<file path="config.mk">
export PLATFORM = sky130hd
export DESIGN_NAME = rect_draw_scheduler_flat
export DESIGN_NICKNAME = d
export VERILOG_FILES = /design/src/rtl/rect_draw_scheduler_pkg.sv /design/src/rtl/rect_draw_scheduler_if.sv /design/src/rtl/rect_draw_scheduler_arbiter.sv /design/src/rtl/rect_draw_scheduler.sv /design/src/flat_wrapper.sv
export SDC_FILE = /design/constraint.sdc
export NUM_CORES = 1
export LEC_CHECK = 0
export CORE_UTILIZATION = 49
export DETAILED_ROUTE_END_ITERATION = 6
export HOLD_SLACK_MARGIN = 0.05
export PLACE_DENSITY = 0.84
export SYNTH_ARGS = -nofsm -noshare
export SYNTH_HDL_FRONTEND = slang
export SYNTH_SLANG_ARGS = --single-unit
</file>
<file path="constraint.sdc">
create_clock -name clk -period 4.2 [get_ports clk]
set_input_delay 0.42 -clock clk [delete_from_list [all_inputs] [get_ports clk]]
set_output_delay 0.42 -clock clk [all_outputs]
set_load 0.005 [all_outputs]
</file>
<file path="src/rtl/rect_draw_scheduler_pkg.sv">
// rect_draw_scheduler_pkg: shared state encoding, default widths and draw length for the rectangle scheduler.
package rect_draw_scheduler_pkg;
    localparam int DEF_COORD_W     = 7;
    localparam int DEF_COLOR_W     = 3;
    localparam int DEF_DRAW_CYCLES = 16;
    localparam int DEF_WATCHDOG    = 64;

    typedef enum logic [2:0] {
        S_IDLE,
        S_LOAD_X,
        S_LOAD_Y,
        S_DRAW,
        S_DONE
    } state_t;
endpackage

</file>
<file path="src/rtl/rect_draw_scheduler_if.sv">
// rect_draw_scheduler_if: two-requester valid/ready draw request bus.
interface rect_draw_scheduler_if #(
    parameter int COORD_W = 7,
    parameter int COLOR_W = 3
);
    logic               req0_valid;
    logic [COORD_W-1:0] req0_x;
    logic [COORD_W-1:0] req0_y;
    logic [COLOR_W-1:0] req0_color;
    logic               req0_ready;
    logic               req1_valid;
    logic [COORD_W-1:0] req1_x;
    logic [COORD_W-1:0] req1_y;
    logic [COLOR_W-1:0] req1_color;
    logic               req1_ready;

    modport master (
        output req0_valid, req0_x, req0_y, req0_color,
        output req1_valid, req1_x, req1_y, req1_color,
        input  req0_ready, req1_ready
    );

    modport slave (
        input  req0_valid, req0_x, req0_y, req0_color,
        input  req1_valid, req1_x, req1_y, req1_color,
        output req0_ready, req1_ready
    );
endinterface

</file>
<file path="src/rtl/rect_draw_scheduler_arbiter.sv">
// rect_req_arbiter: picks one of two requesters; ROUND_ROBIN_EN selects alternating priority, else requester 0 always wins.
module rect_req_arbiter (
`ifdef ROUND_ROBIN_EN
    input  logic last,
`endif
    input  logic en,
    input  logic valid0,
    input  logic valid1,
    output logic gnt,
    output logic ready0,
    output logic ready1
);
`ifdef ROUND_ROBIN_EN
    assign gnt = (valid0 && valid1) ? ~last : valid1;
`else
    assign gnt = ~valid0 && valid1;
`endif
    assign ready0 = en && valid0 && !gnt;
    assign ready1 = en && valid1 && gnt;
endmodule

</file>
<file path="src/rtl/rect_draw_scheduler.sv">
// rect_draw_scheduler: arbitrates draw requests and sequences the 4x4 rectangle datapath.
// Optional ROUND_ROBIN_EN macro builds a last-grant pointer for alternating arbitration.
module rect_draw_scheduler
    import rect_draw_scheduler_pkg::*;
#(
    parameter int COORD_W     = DEF_COORD_W,
    parameter int COLOR_W     = DEF_COLOR_W,
    parameter int DRAW_CYCLES = DEF_DRAW_CYCLES,
    parameter int WATCHDOG    = DEF_WATCHDOG
) (
    input  logic               clk,
    input  logic               resetn,
    rect_draw_scheduler_if.slave req,
    output logic [COORD_W-1:0] dp_data_in,
    output logic               dp_ld_x,
    output logic               dp_ld_y,
    output logic               dp_start_count,
    input  logic               dp_write_en,
    output logic [COLOR_W-1:0] colour,
    output logic               busy,
    output logic               grant_id,
    output logic               done,
    output logic               abort_err
);
    localparam int WR_W = $clog2(DRAW_CYCLES + 1);
    localparam int WD_W = $clog2(WATCHDOG + 1);

    state_t             state, nxt;
    logic [COORD_W-1:0] x_q, y_q;
    logic [COLOR_W-1:0] col_q;
    logic               gid_q, abort_q;
    logic [WR_W-1:0]    wr_cnt, wr_nxt;
    logic [WD_W-1:0]    wd_cnt, wd_nxt;
    logic               hs, gnt, wr_full, wd_full, in_draw;

`ifdef ROUND_ROBIN_EN
    logic last_q;
    // Reset to "1 granted last" so requester 0 has first priority.
    always_ff @(posedge clk or negedge resetn) begin
        if (!resetn) last_q <= 1'b1;
        else if (hs) last_q <= gnt;
    end
`endif

    // Ready is masked during reset so every output reads 0 while resetn is low.
    rect_req_arbiter u_arb (
`ifdef ROUND_ROBIN_EN
        .last   (last_q),
`endif
        .en     (state == S_IDLE && resetn),
        .valid0 (req.req0_valid),
        .valid1 (req.req1_valid),
        .gnt    (gnt),
        .ready0 (req.req0_ready),
        .ready1 (req.req1_ready)
    );

    assign hs      = req.req0_ready || req.req1_ready;
    assign in_draw = state == S_DRAW;
    assign wr_nxt  = wr_cnt + WR_W'(dp_write_en);
    assign wd_nxt  = wd_cnt + WD_W'(1);
    assign wr_full = wr_nxt == WR_W'(DRAW_CYCLES);
    assign wd_full = wd_nxt == WD_W'(WATCHDOG);

    always_ff @(posedge clk or negedge resetn) begin
        if (!resetn) begin
            state   <= S_IDLE;
            x_q     <= '0;
            y_q     <= '0;
            col_q   <= '0;
            gid_q   <= 1'b0;
            abort_q <= 1'b0;
            wr_cnt  <= '0;
            wd_cnt  <= '0;
        end else begin
            state <= nxt;
            if (hs) begin
                x_q   <= gnt ? req.req1_x : req.req0_x;
                y_q   <= gnt ? req.req1_y : req.req0_y;
                col_q <= gnt ? req.req1_color : req.req0_color;
                gid_q <= gnt;
            end
            // Counters only run inside DRAW, so they are clear on every DRAW entry.
            wr_cnt <= in_draw ? wr_nxt : '0;
            wd_cnt <= in_draw ? wd_nxt : '0;
            if (in_draw && wd_full && !wr_full) abort_q <= 1'b1;
        end
    end

    always_comb begin
        nxt            = state;
        dp_data_in     = '0;
        dp_ld_x        = 1'b0;
        dp_ld_y        = 1'b0;
        dp_start_count = 1'b0;
        done           = 1'b0;
        case (state)
            S_IDLE:   nxt = hs ? S_LOAD_X : S_IDLE;
            S_LOAD_X: begin
                nxt        = S_LOAD_Y;
                dp_data_in = x_q;
                dp_ld_x    = 1'b1;
            end
            S_LOAD_Y: begin
                nxt        = S_DRAW;
                dp_data_in = y_q;
                dp_ld_y    = 1'b1;
            end
            S_DRAW: begin
                dp_start_count = 1'b1;
                nxt            = (wr_full || wd_full) ? S_DONE : S_DRAW;
            end
            S_DONE: begin
                done = 1'b1;
                nxt  = S_IDLE;
            end
            default: nxt = S_IDLE;
        endcase
    end

    assign busy      = state != S_IDLE;
    assign colour    = busy ? col_q : '0;
    assign grant_id  = gid_q;
    assign abort_err = abort_q;
endmodule

</file>
<file path="src/flat_wrapper.sv">
// flat-port wrapper written by rule: the top's interface ports become plain ports
module rect_draw_scheduler_flat import rect_draw_scheduler_pkg::*;
#(
    parameter int COORD_W     = DEF_COORD_W,
    parameter int COLOR_W     = DEF_COLOR_W,
    parameter int DRAW_CYCLES = DEF_DRAW_CYCLES,
    parameter int WATCHDOG    = DEF_WATCHDOG
)
  (clk, resetn, dp_data_in, dp_ld_x, dp_ld_y, dp_start_count, dp_write_en, colour, busy, grant_id, done, abort_err, req_req0_valid, req_req0_x, req_req0_y, req_req0_color, req_req1_valid, req_req1_x, req_req1_y, req_req1_color, req_req0_ready, req_req1_ready);
  rect_draw_scheduler_if #(.COORD_W(COORD_W), .COLOR_W(COLOR_W)) req_i ();
  input  logic clk;
  input  logic resetn;
  output logic [COORD_W-1:0] dp_data_in;
  output logic dp_ld_x;
  output logic dp_ld_y;
  output logic dp_start_count;
  input  logic dp_write_en;
  output logic [COLOR_W-1:0] colour;
  output logic busy;
  output logic grant_id;
  output logic done;
  output logic abort_err;
  input wire logic [$bits(req_i.req0_valid)-1:0] req_req0_valid;
  input wire logic [$bits(req_i.req0_x)-1:0] req_req0_x;
  input wire logic [$bits(req_i.req0_y)-1:0] req_req0_y;
  input wire logic [$bits(req_i.req0_color)-1:0] req_req0_color;
  input wire logic [$bits(req_i.req1_valid)-1:0] req_req1_valid;
  input wire logic [$bits(req_i.req1_x)-1:0] req_req1_x;
  input wire logic [$bits(req_i.req1_y)-1:0] req_req1_y;
  input wire logic [$bits(req_i.req1_color)-1:0] req_req1_color;
  output wire logic [$bits(req_i.req0_ready)-1:0] req_req0_ready;
  output wire logic [$bits(req_i.req1_ready)-1:0] req_req1_ready;
  assign req_i.req0_valid = req_req0_valid;
  assign req_i.req0_x = req_req0_x;
  assign req_i.req0_y = req_req0_y;
  assign req_i.req0_color = req_req0_color;
  assign req_i.req1_valid = req_req1_valid;
  assign req_i.req1_x = req_req1_x;
  assign req_i.req1_y = req_req1_y;
  assign req_i.req1_color = req_req1_color;
  assign req_req0_ready = req_i.req0_ready;
  assign req_req1_ready = req_i.req1_ready;
  rect_draw_scheduler #(.COORD_W(COORD_W), .COLOR_W(COLOR_W), .DRAW_CYCLES(DRAW_CYCLES), .WATCHDOG(WATCHDOG)) u_core (.clk(clk), .resetn(resetn), .req(req_i), .dp_data_in(dp_data_in), .dp_ld_x(dp_ld_x), .dp_ld_y(dp_ld_y), .dp_start_count(dp_start_count), .dp_write_en(dp_write_en), .colour(colour), .busy(busy), .grant_id(grant_id), .done(done), .abort_err(abort_err));
endmodule
</file>
-- Yosys cells after proc, flatten, opt, wreduce, memory -nomap -nowiden
Cells that the tools add are included.
- add/subtract/negate cells: 2
- eq/ne operators: 6
- mux-type cells: 14
- bitwise gates (word level): 1
- reductions and logical operators: 14
- operators by type and width (operator ; number):
    $mux 7 ; 3
    $pmux 7 s2 ; 1
    $pmux 3 s4 ; 1
    $mux 3 ; 3
    $logic_and 1x1->1 ; 8
    $add 7x1->7 const B ; 1
    $eq 7x7->1 const B ; 1
    $eq 3x2->1 const B ; 2
    $add 5x1->5 ; 1
    $eq 5x5->1 const B ; 1
    $mux 1 ; 5
    $mux 5 ; 1
    $eq 3x1->1 const B ; 1
    $eq 3x3->1 const B ; 1
    $logic_not 3->1 ; 1
    $reduce_bool 3->1 ; 1
    $logic_not 1->1 ; 2
    $logic_or 1x1->1 ; 2
    $not 1->1 ; 1
- register bits after elaboration: 34
- input port bits: 39
- output and inout bits: 19
- word-level logic and storage cells: 45

-- Logic depth before layout (Yosys ltp)
Gate-level depths: netlist of the first run.
- depth in word-level cells: 7
- mapped depth: 6
- gate-level depth less buffers: 6

-- Cells and area by module
A second synthesis of the first run with hierarchy kept.
- cell total of the unflattened synthesis: 171
- area, all modules: 1739.2 um2
- modules (own cells, without submodules) (module ; instances ; cells an instance ; area each (um2) ; sequential area each (um2)):
    rect_draw_scheduler ; 1 ; 168 ; 1712.9 ; 850.8
    rect_req_arbiter ; 1 ; 3 ; 26.3 ; 0.0

-- Least setup slack after synthesis of the first run
No wires, ideal clock.
- path type: input -> register
- start point: in dp_write_en
- end point: reg u_core.abort_q (netlist: u_core.abort_err)
- setup time: 0.120 ns
- arrival time: 1.791 ns
- data required time: 4.080 ns
- slack: 2.289 ns
- stages on the path: 6
- buffers on the path: 0
- cells stage by stage: ha_1 > ha_1 > or4b_1 > nor3_2 > a21oi_1 > a31o_2
- longest elaborated chain between the ends: 4
- RTL lines (what ; RTL line ; RTL):
    start, declared ; flat_wrapper.sv:17 ; input logic dp_write_en;
    $add 5x1->5 ; rect_draw_scheduler.sv:60 ; assign wr_nxt = wr_cnt + WR_W'(dp_write_en);
    $eq 5x5->1 ; rect_draw_scheduler.sv:62 ; assign wr_full = wr_nxt == WR_W'(DRAW_CYCLES);
    $logic_not 1->1 ; rect_draw_scheduler.sv:86 ; if (in_draw && wd_full && !wr_full) abort_q <= 1'b1;
    $logic_and 1x1->1 ; rect_draw_scheduler.sv:86 ;
    end signal, assigned ; rect_draw_scheduler.sv:72 ; abort_q <= 1'b0;
    end signal, assigned ; rect_draw_scheduler.sv:86 ;
    end, declared ; rect_draw_scheduler.sv:31 ; logic gid_q, abort_q;
No other way between the ends.
A chain may end at the register's enable or synchronous reset.

-- Worst setup path after layout of the first run
- start point: reg u_core.state[0]
- end point: out dp_data_in[4]
- longest elaborated chain between the ends: 2
- elaborated cells between the ends (all ways): 3
- those cells by class: eq/ne (2); mux (1)
- RTL lines (what ; RTL line ; RTL):
    start, declared ; rect_draw_scheduler.sv:28 ; state_t state, nxt;
    start signal, assigned ; rect_draw_scheduler.sv:76 ; state <= nxt;
    $eq 3x2->1 / $eq 3x1->1 (equally long branches) ; rect_draw_scheduler.sv:97 ; case (state)
    $pmux 7 s2 (*) ; rect_draw_scheduler.sv:97 ;
    end, declared ; flat_wrapper.sv:13 ; output logic [COORD_W-1:0] dp_data_in;
Every way passes the cells marked *; elsewhere a longest branch is shown, timed or not.

==> results of run 1 <==
## routing by layer
metal	vias to the layer above	wire length, um	track usage	share of wire
li1	737	-	-	-
met1	729	1690	0.281	0.44
met2	44	1880	0.354	0.49
met3	6	174	0.0460	0.045
met4	0	80	0.108	0.021
met5	-	0	0	0
## power by group
part,switching (W),internal [W],leakage (nW),total (W)
sequential,0.000106,0.000422,0.422,0.000528
clock,0.000103,0.0000601,0.0308,0.000163
combinational,0.000199,0.000232,0.582,0.000431
## path summary, 6_finish.rpt
path                                   from          endpoint  slack, ns  depth (start not counted)
min in group asynchronous            resetn   u_core.col_q[0]       0.58                          2
max in group asynchronous            resetn     u_core.x_q[5]       3.33                          2
setup reg to reg           u_core.wr_cnt[0]  u_core.abort_err       2.27                          6
hold / removal             u_core.abort_err  u_core.abort_err       0.48                          1
setup / recovery            u_core.state[0]     dp_data_in[4]       1.56                          4
hold reg to reg            u_core.abort_err  u_core.abort_err       0.48                          1
## metrics by stage
step	hold WS [ns]	setup slack [ns]	cell area (sq um)	util
2_1_floorplan	0.124	2.29	1780	-
6_report	0.482	1.56	2430	0.713
5_1_grt	0.514	1.37	2430	0.713
4_1_cts	0.491	1.53	2430	0.713
3_5_place_dp	0.468	1.73	2390	0.699
3_3_place_gp	0.454	1.75	2390	0.699
## registers in the layout, summed over array words and instances, names as in the netlist
signal            count
u_core.wr_cnt         5
u_core.col_q          3
u_core.abort_err      1
u_core.y_q            7
u_core.x_q            7
u_core.wd_cnt         7
u_core.grant_id       1
u_core.state          3
## worst reg2reg max path: stages (launching register included)
cell     delay (ns)
dfrtp_1        0.38
ha_1           0.22
ha_1           0.24
or4b_1         0.54
nor3_2         0.15
a21oi_1        0.09
a31o_2         0.22
## kinds of logic after synthesis
family,count (synthesis),synth area share
buffers and inverters,11,0.0337
adders and majority gates,3,0.0211
AOI/OAI and AO/OA,42,0.156
muxes,17,0.0954
xor gates and xnor gates,6,0.0295
DFF,34,0.477
and+or+nand+nor,62,0.187
## cells in the final DEF (no fill, tap or decap), types with 2 or more instances in the layout
| cell | Yosys | layout |
|---|---|---|
| nand3_1 | 6 | 6 |
| or3_1 | 2 | 2 |
| nor3b_1 | 2 | 2 |
| o21ai_1 | 13 | 13 |
| xor2_1 | 4 | 4 |
| clkdlybuf4s50_1 | 0 | 57 |
| nand2_1 | 21 | 21 |
| and2_1 | 5 | 5 |
| a21oi_1 | 5 | 5 |
| nand4b_1 | 2 | 2 |
| nor3_1 | 2 | 2 |
| inv_1 | 3 | 3 |
| buf_4 | 1 | 3 |
| clkbuf_4 | 0 | 5 |
| nor3_2 | 2 | 2 |
| a22o_1 | 7 | 7 |
| dfrtp_1 | 34 | 34 |
| nor2_1 | 11 | 11 |
| ha_1 | 3 | 3 |
| clkinv_2 | 0 | 2 |
| o21ai_0 | 7 | 7 |
| nor2b_1 | 4 | 3 |
| mux2i_1 | 17 | 17 |
| xnor2_1 | 2 | 2 |
## cell type report
cell class | instances | area share
Multi-Input combinational cell | 130 | 0.359
Tap cell | 46 | 0.0236
Timing Repair Buffer | 60 | 0.244
Clock buffer | 5 | 0.0154
Sequential cell | 34 | 0.349
Inverter | 3 | 0.00462
Clock inverter | 2 | 0.00411
==> impl_metrics.yaml, run 1 <==
logic_synthesis:
  syn_inst: 175
  async_flop_share: 1.00
  avgSynthCellArea_sq_um: 10.2
  ys_ff_latch: 34
  synth_top_cell_area_share: 0.477
  synth_area_leaders: "dfrtp_1 (48%), mux2i_1 (9.5%), nand2_1 (4.4%)"
  yosysSeqAreaShare: 0.477
  yosys-top-cells-count: "dfrtp_1 (34), nand2_1 (21), mux2i_1 (17)"
  synth_ff_type: "dfrtp_1"
  yosysTopAreaCell: "dfrtp_1"
  synth-edff-count: 0
  syn_nets: 217
  syn-cell-area_sq_mm: 0.00178
  yosysWarnings: 0
  yosysUniqueCellTypes: 39
  yosysMostFrequentCell: "dfrtp_1"
clock_tree:
  cts_tree: "done"
  cts-root-buf: "clkbuf_4"
  worstSkewPairLatency_ns: 0.32
  htreeDepth: 2
  cts_sinks: 34
  post-cts-setup-buffer-count: 0
  cts_inserted_buffers: 5
  ctsHoldBuffers: 0
  cts_resized: 0
  cts.reportedPaths.clkPinSlew_ns: 0.10
  cts_buffer_depth: 2
timing:
  rsz0062_at_grt: "false"
  period_needed_ns: 2.64
  maxSlewHeadroom: 0.557
  max_freq_ghz: 0.379
  min_period_over_period: 0.628
  fin_setup_tns_ns: 0
  drv_slew: 0
  tightest_slew_ns: 0.660
  hold_viol_final: 0
  finalSetupViolations: 0
  skew_ns: 0.00316
worst_setup_path:
  critPathTopFamily: "buffers and inverters"
  critPathKind: "flip-flop to primary output"
  crit_path_start_kind: "flip-flop"
  slowest_stage: "dfrtp_1"
  cp-end-kind: "primary output"
  worstPathRequired_ns: 3.78
  arrival_ns: 2.22
  worst-path-max-fanout: 9
  path_cells: "inv_1 -> nor3_2 -> a22o_1 -> clkdlybuf4s50_1"
  cpPeakStageDelay_ns: 0.53
  cp_num_buf_inv: 2
detailed_routing:
  dr.pass1.iters: 4
  routed_wl_um: 3830
  vias: 1516
  ant_nets: 0
  drt_iter0_markers: 110
  via_per_inst: 5.41
  drc: 0
  detail_route.wl_per_cell_um: 13.7
job:
  maxCapViolCount: 0
global_routing:
  overflow: 0
  track_usage: 0.220
  antenna_found_initial: 0
  grt_max_degree: 35
  grt_pass1_vias: 1392
  grt_pass1_wl_um: 6490
power:
  vdd_drop_max_v: 0.000340
  power_w: 0.00112
  p_leak_nw: 1.04
  power_density_mw_per_mm2: 461
layout:
  area_growth_pct: 36.6
  layout-drive-gt1-share: 0.0812
  seq_area_sq_um: 851
  antenna_cells: 0
  final_cells: 280
  n_fill_cell: 296
  multi_input_area_sq_um: 875
  layout.nets: 276
die:
  start_util: 0.522
  dieHeight_um: 62.3
  core_sq_mm: 0.00342
  die_w_um: 62.3
  dieArea_sq_mm: 0.00388
  io_pins: 58
  rows: 21
placement:
  io_buffer_count: 57
  place.gp.congestion: 0.845
  dp_hpwl_um: 2900
  dp.cells: 273
outcome:
  outcome: "finished, final reports clean"
worst_hold_path:
  hp-class: "flip-flop to flip-flop"
Power figures use the tool's default switching activity.
==> inputs of run 2 (changes only) <==
--- a/config.mk
+++ b/config.mk
@@ -5,10 +5,10 @@
 export SDC_FILE = /design/constraint.sdc
 export NUM_CORES = 1
 export LEC_CHECK = 0
-export CORE_UTILIZATION = 49
+export CORE_UTILIZATION = 41
 export DETAILED_ROUTE_END_ITERATION = 6
 export HOLD_SLACK_MARGIN = 0.05
-export PLACE_DENSITY = 0.84
+export PLACE_DENSITY = 0.75
 export SYNTH_ARGS = -nofsm -noshare
 export SYNTH_HDL_FRONTEND = slang
 export SYNTH_SLANG_ARGS = --single-unit
==> constraint.sdc (replaced) <==
create_clock -name clk -period 2.35 [get_ports clk]
set_input_delay 0.235 -clock clk [delete_from_list [all_inputs] [get_ports clk]]
set_output_delay 0.235 -clock clk [all_outputs]
set_load 0.005 [all_outputs]
==> run 2 against run 1 <==
Effect of this change: worst hold slack got worse by 0.062 ns; final area increased by 2.6%; core utilization decreased by 10 points; sequential power increased by 79%; cell count increased by 2.1%; via count decreased by 2.8%; clock skew decreased by 0.0011 ns; sequential cell count unchanged; register-to-register slack got worse by 1.8 ns; count of clock-buffer cells in the layout increased by 1; critical path type unchanged; largest cell class unchanged; largest power group unchanged.
==> impl_metrics.yaml, run 2 (synthesized netlist as in run 1, its figures left out) <==
outcome:
  outcome: "finished, final reports clean"
detailed_routing:
  drt_iter0_markers: 47
  detail_route.wl_per_cell_um: 13.0
  routed_wl_um: 3720
  dr.pass1.iters: 4
  drc: 0
  via_per_inst: 5.15
  vias: 1474
  ant_nets: 0
layout:
  seq_area_sq_um: 851
  largestRegisters: "u_core.wd_cnt: 7 flops, u_core.x_q: 7 flops, u_core.y_q: 7 flops"
  layout_commonest_cell: "clkdlybuf4s50_1"
  layout-drive-gt1-share: 0.0890
  layout.nets: 279
  multi_input_area_sq_um: 875
  area_growth_pct: 40.1
  antenna_cells: 0
  final_cell_mix: "clkdlybuf4s50_1 (57), dfrtp_1 (34), nand2_1 (21)"
  n_fill_cell: 351
global_routing:
  grt_max_degree: 35
  use_met2: 0.256
  overflow: 0
  track_usage: 0.181
  gr-usage-met1: 0.254
  grt_pass1_wl_um: 6000
  grt_busiest_layer: "met2"
  antenna_found_initial: 0
  use_met3: 0.0467
  grt_pass1_vias: 1269
timing:
  drv_slew: 0
  tightest_slew_ns: 0.470
  hold_viol_final: 0
  period_needed_ns: 2.19
  maxSlewHeadroom: 0.684
  max_freq_ghz: 0.456
  skew_ns: 0.00203
  rsz0062_at_grt: "false"
  fin_setup_tns_ns: 0
  min_period_over_period: 0.933
  finalSetupViolations: 0
worst_setup_path:
  path_cells: "inv_1 -> nor3_2 -> buf_4 -> a22o_1 -> clkdlybuf4s50_1"
  critPathTopFamily: "buffers and inverters"
  slowest_stage: "dfrtp_1"
  worst-path-max-fanout: 9
  worstPathRequired_ns: 2.12
  arrival_ns: 1.96
  r2r-start: "u_core.wr_cnt[0]"
  cp-end-kind: "primary output"
  cp_num_buf_inv: 3
  crit_path_start_kind: "flip-flop"
  critPathKind: "flip-flop to primary output"
  critPathLaunch: "u_core.state[0]"
  cpPeakStageDelay_ns: 0.53
clock_tree:
  post-cts-setup-buffer-count: 0
  cts.reportedPaths.clkPinSlew_ns: 0.06
  ctsHoldBuffers: 0
  worstSkewPairLatency_ns: 0.28
  cts_sinks: 34
  cts-root-buf: "clkbuf_8"
  htreeDepth: 2
  cts_buffer_depth: 2
  cts_resized: 0
  cts_tree: "done"
  cts_inserted_buffers: 5
power:
  p_int_w: 0.00142
  swShare: 0.338
  power_frac_clock: 0.195
  power_density_mw_per_mm2: 860
  p_leak_nw: 1.06
  power.switching_w: 0.000726
  sequentialPowerShare: 0.439
  vdd_drop_max_v: 0.000521
  combPwrFrac: 0.367
  power_w: 0.00215
placement:
  io_buffer_count: 57
  dp_hpwl_um: 2800
  place.gp.congestion: 0.801
job:
  maxCapViolCount: 0
die:
  die_w_um: 67.9
  rows: 23
  dieHeight_um: 67.9
  dieArea_sq_mm: 0.00462
  start_util: 0.436
  io_pins: 58
  core_sq_mm: 0.00409
worst_hold_path:
  hp-class: "input pin to async pin"
[run 2: layout make-up]
| cell class | instances | area share |
|---|---|---|
| Timing Repair Buffer | 63 | 0.246 |
| Multi-Input combinational cell | 130 | 0.350 |
| Tap cell | 50 | 0.0251 |
| Clock buffer | 6 | 0.0331 |
| Sequential cell | 34 | 0.341 |
| Inverter | 3 | 0.00451 |
[run 2: final timing paths]
kind / endpoint / slack [ns] / depth (start not counted)
setup reg to reg: u_core.abort_err / 0.43 / 6
hold / removal: u_core.wd_cnt[1] / 0.42 / 2
max in group asynchronous: u_core.wd_cnt[5] / 1.63 / 2
hold reg to reg: u_core.col_q[1] / 0.47 / 2
setup / recovery: dp_data_in[4] / 0.16 / 5
min in group clk: u_core.col_q[1] / 0.47 / 2
[run 2: routing by layer]
layer	routed length [um]	share of wire	up-vias
met1	1810	0.49	687
li1	-	-	743
met5	0	0	-
met3	151	0.041	9
met4	91	0.024	0
met2	1660	0.45	35
[run 2: through the flow]
| step | cell area (sq um) | setup slack [ns] | hold WS, ns | std cells | util |
|---|---|---|---|---|---|
| 6_report | 2500 | 0.157 | 0.420 | 286 | 0.611 |
| 5_1_grt | 2500 | 0.0600 | 0.458 | 286 | 0.611 |
| 3_5_place_dp | 2410 | 0.133 | 0.462 | 280 | 0.591 |
| 3_3_place_gp | 2410 | 0.156 | 0.453 | 280 | 0.591 |
| 2_1_floorplan | 1780 | 0.523 | -0.0606 | 175 | - |
| 4_1_cts | 2500 | 0.152 | 0.440 | 286 | 0.611 |
[run 2: power groups by stage]
stage | sequential [W] | combinational, W | clock (W)
2_1_floorplan | 0.000888 | 0.000515 | 0
3_3_place_gp | 0.000948 | 0.000785 | 0
3_5_place_dp | 0.000948 | 0.000800 | 0
4_1_cts | 0.000941 | 0.000800 | 0.000426
5_1_grt | 0.000971 | 0.000885 | 0.000455
6_report | 0.000943 | 0.000788 | 0.000418
==> inputs of run 3 (changes only) <==
--- a/config.mk
+++ b/config.mk
@@ -5,10 +5,11 @@
 export SDC_FILE = /design/constraint.sdc
 export NUM_CORES = 1
 export LEC_CHECK = 0
+export CORE_MARGIN = 8
 export CORE_UTILIZATION = 41
 export DETAILED_ROUTE_END_ITERATION = 6
-export HOLD_SLACK_MARGIN = 0.05
 export PLACE_DENSITY = 0.75
+export SETUP_SLACK_MARGIN = 0.02
 export SYNTH_ARGS = -nofsm -noshare
 export SYNTH_HDL_FRONTEND = slang
 export SYNTH_SLANG_ARGS = --single-unit
==> run 3 against run 2 <==
Effect of this change: clock power fell by 4%; setup slack improved by 0.043 ns; via count grew 2.0%; total power decreased by 0.26%; largest cell class unchanged; critical endpoint is now dp_start_count; count of clock-buffer cells in the layout rose by 1; core utilization down 2.7 points; critical path type unchanged.
==> impl_metrics.yaml, run 3 (synthesized netlist as in run 1, its figures left out) <==
detailed_routing:
  via_per_inst: 5.22
  detail_route.wl_per_cell_um: 15.2
  routed_wl_um: 4380
  ant_nets: 0
  drc: 0
  dr.pass1.iters: 4
  drt_iter0_markers: 66
  vias: 1503
power:
  power_density_mw_per_mm2: 860
  vdd_drop_max_v: 0.000397
  p_leak_nw: 1.05
clock_tree:
  htreeDepth: 2
  cts_inserted_buffers: 5
  cts-root-buf: "clkbuf_8"
  cts.reportedPaths.clkPinSlew_ns: 0.06
  post-cts-setup-buffer-count: 0
  cts_buffer_depth: 2
  cts_sinks: 34
  cts_tree: "done"
  worstSkewPairLatency_ns: 0.28
timing:
  maxSlewHeadroom: 0.644
  drv_slew: 0
  rsz0062_at_grt: "false"
  finalSetupViolations: 0
  skew_ns: 0.00263
  hold_viol_final: 0
  period_needed_ns: 2.15
  min_period_over_period: 0.915
  max_freq_ghz: 0.465
  fin_ws_ns: 0.199
  tightest_slew_ns: 0.530
  fin_setup_tns_ns: 0
global_routing:
  track_usage: 0.140
  grt_pass1_wl_um: 7200
  grt_pass1_vias: 1472
  overflow: 0
  antenna_found_initial: 0
  grt_max_degree: 35
worst_setup_path:
  cpPeakStageDelay_ns: 0.52
  arrival_ns: 1.92
  cp_num_buf_inv: 2
  slowest_stage: "clkdlybuf4s50_1"
  worst-path-max-fanout: 11
  critPathKind: "flip-flop to primary output"
  crit_path_start_kind: "flip-flop"
  critPathTopFamily: "buffers and inverters"
  cp-end-kind: "primary output"
  path_cells: "nand2b_1 -> or2_4 -> inv_1 -> clkdlybuf4s50_1"
  worstPathRequired_ns: 2.12
placement:
  dp_hpwl_um: 3400
  dp.cells: 281
  io_buffer_count: 57
  placed_area_sq_mm: 0.00241
  dp_slack_ns: 0.109
  place.gp.congestion: 0.793
job:
  maxCapViolCount: 0
layout:
  area_growth_pct: 39.7
  layout_commonest_cell: "clkdlybuf4s50_1"
  antenna_cells: 0
  largestRegisters: "u_core.wd_cnt: 7 flops, u_core.x_q: 7 flops, u_core.y_q: 7 flops"
  layout-drive-gt1-share: 0.0890
  stdcell_area_sq_mm: 0.00249
  final_cell_mix: "clkdlybuf4s50_1 (57), dfrtp_1 (32), nand2_1 (21)"
  layout.nets: 278
  n_fill_cell: 357
  final_cells: 288
die:
  rows: 24
  core_sq_mm: 0.00426
  io_pins: 58
  dieHeight_um: 81.9
  start_util: 0.418
  dieArea_sq_mm: 0.00671
  die_w_um: 81.9
worst_hold_path:
  hp-class: "input pin to async pin"
outcome:
  outcome: "finished, final reports clean"
run 3: cell count changes in the layout (fill, tap and decap cells not counted):
cell and change:
buf_4 -1, clkbuf_1 +2, clkbuf_8 -1, dfrtp_1 -2, dfrtp_2 +2, or2_2 -1
or2_4 +1
run 3: layer usage:
layer / track usage / routed length [um] / vias up
li1: - / - / 741
met1: 0.177 / 1860 / 722
met2: 0.210 / 2210 / 32
met3: 0.0460 / 197 / 8
met4: 0.0719 / 119 / 0
met5: 0 / 0 / -
run 3: report_power, final:
group / leakage [nW] / switching [W] / internal (W) / total, W
Combinational: 0.592 / 0.000357 / 0.000436 / 0.000792
Clock: 0.0383 / 0.000199 / 0.000204 / 0.000403
Sequential: 0.422 / 0.000189 / 0.000758 / 0.000947
run 3: worst paths after layout:
path / start / endpoint / slack (ns) / cells after the start
min reg2reg: u_core.col_q[1] / u_core.col_q[1] / 0.47 / 2
max: u_core.state[2] / dp_start_count / 0.20 / 4
max in group asynchronous: resetn / u_core.state[0] / 1.60 / 2
max reg2reg: u_core.wr_cnt[0] / u_core.abort_err / 0.43 / 6
min in group clk: u_core.col_q[1] / u_core.col_q[1] / 0.47 / 2
min: resetn / u_core.wr_cnt[0] / 0.41 / 2
run 3: final cells by class:
cell class	instances	area (sq um)	area share
clock buffer	7	76.3	0.0306
timing repair buffer	62	608	0.244
tap	52	65.1	0.0261
sequential	34	853	0.343
inverter	3	11.3	0.00452
multi-input combinational	130	877	0.352
run 3: worst register-to-register path, stage by stage, from the launching register on:
cell	delay [ns]
dfrtp_1	0.36
ha_1	0.22
ha_1	0.24
or4b_1	0.55
nor3_2	0.15
a21oi_1	0.08
a31o_2	0.21
run 3: repair_timing:
action                     4_1_cts  5_1_grt
setup endpoints to repair        0        1
resized for setup                0        3
hold buffers                     0        0
run 3: per-stage QoR:
stage                     hold slack, ns  utilization  total power, W
final                              0.414        0.584         0.00214
after global routing               0.452        0.584         0.00232
after CTS                          0.434        0.583         0.00216
after detailed placement           0.467        0.565         0.00175
after global placement             0.454        0.565         0.00172
after floorplan                  -0.0606            -         0.00140
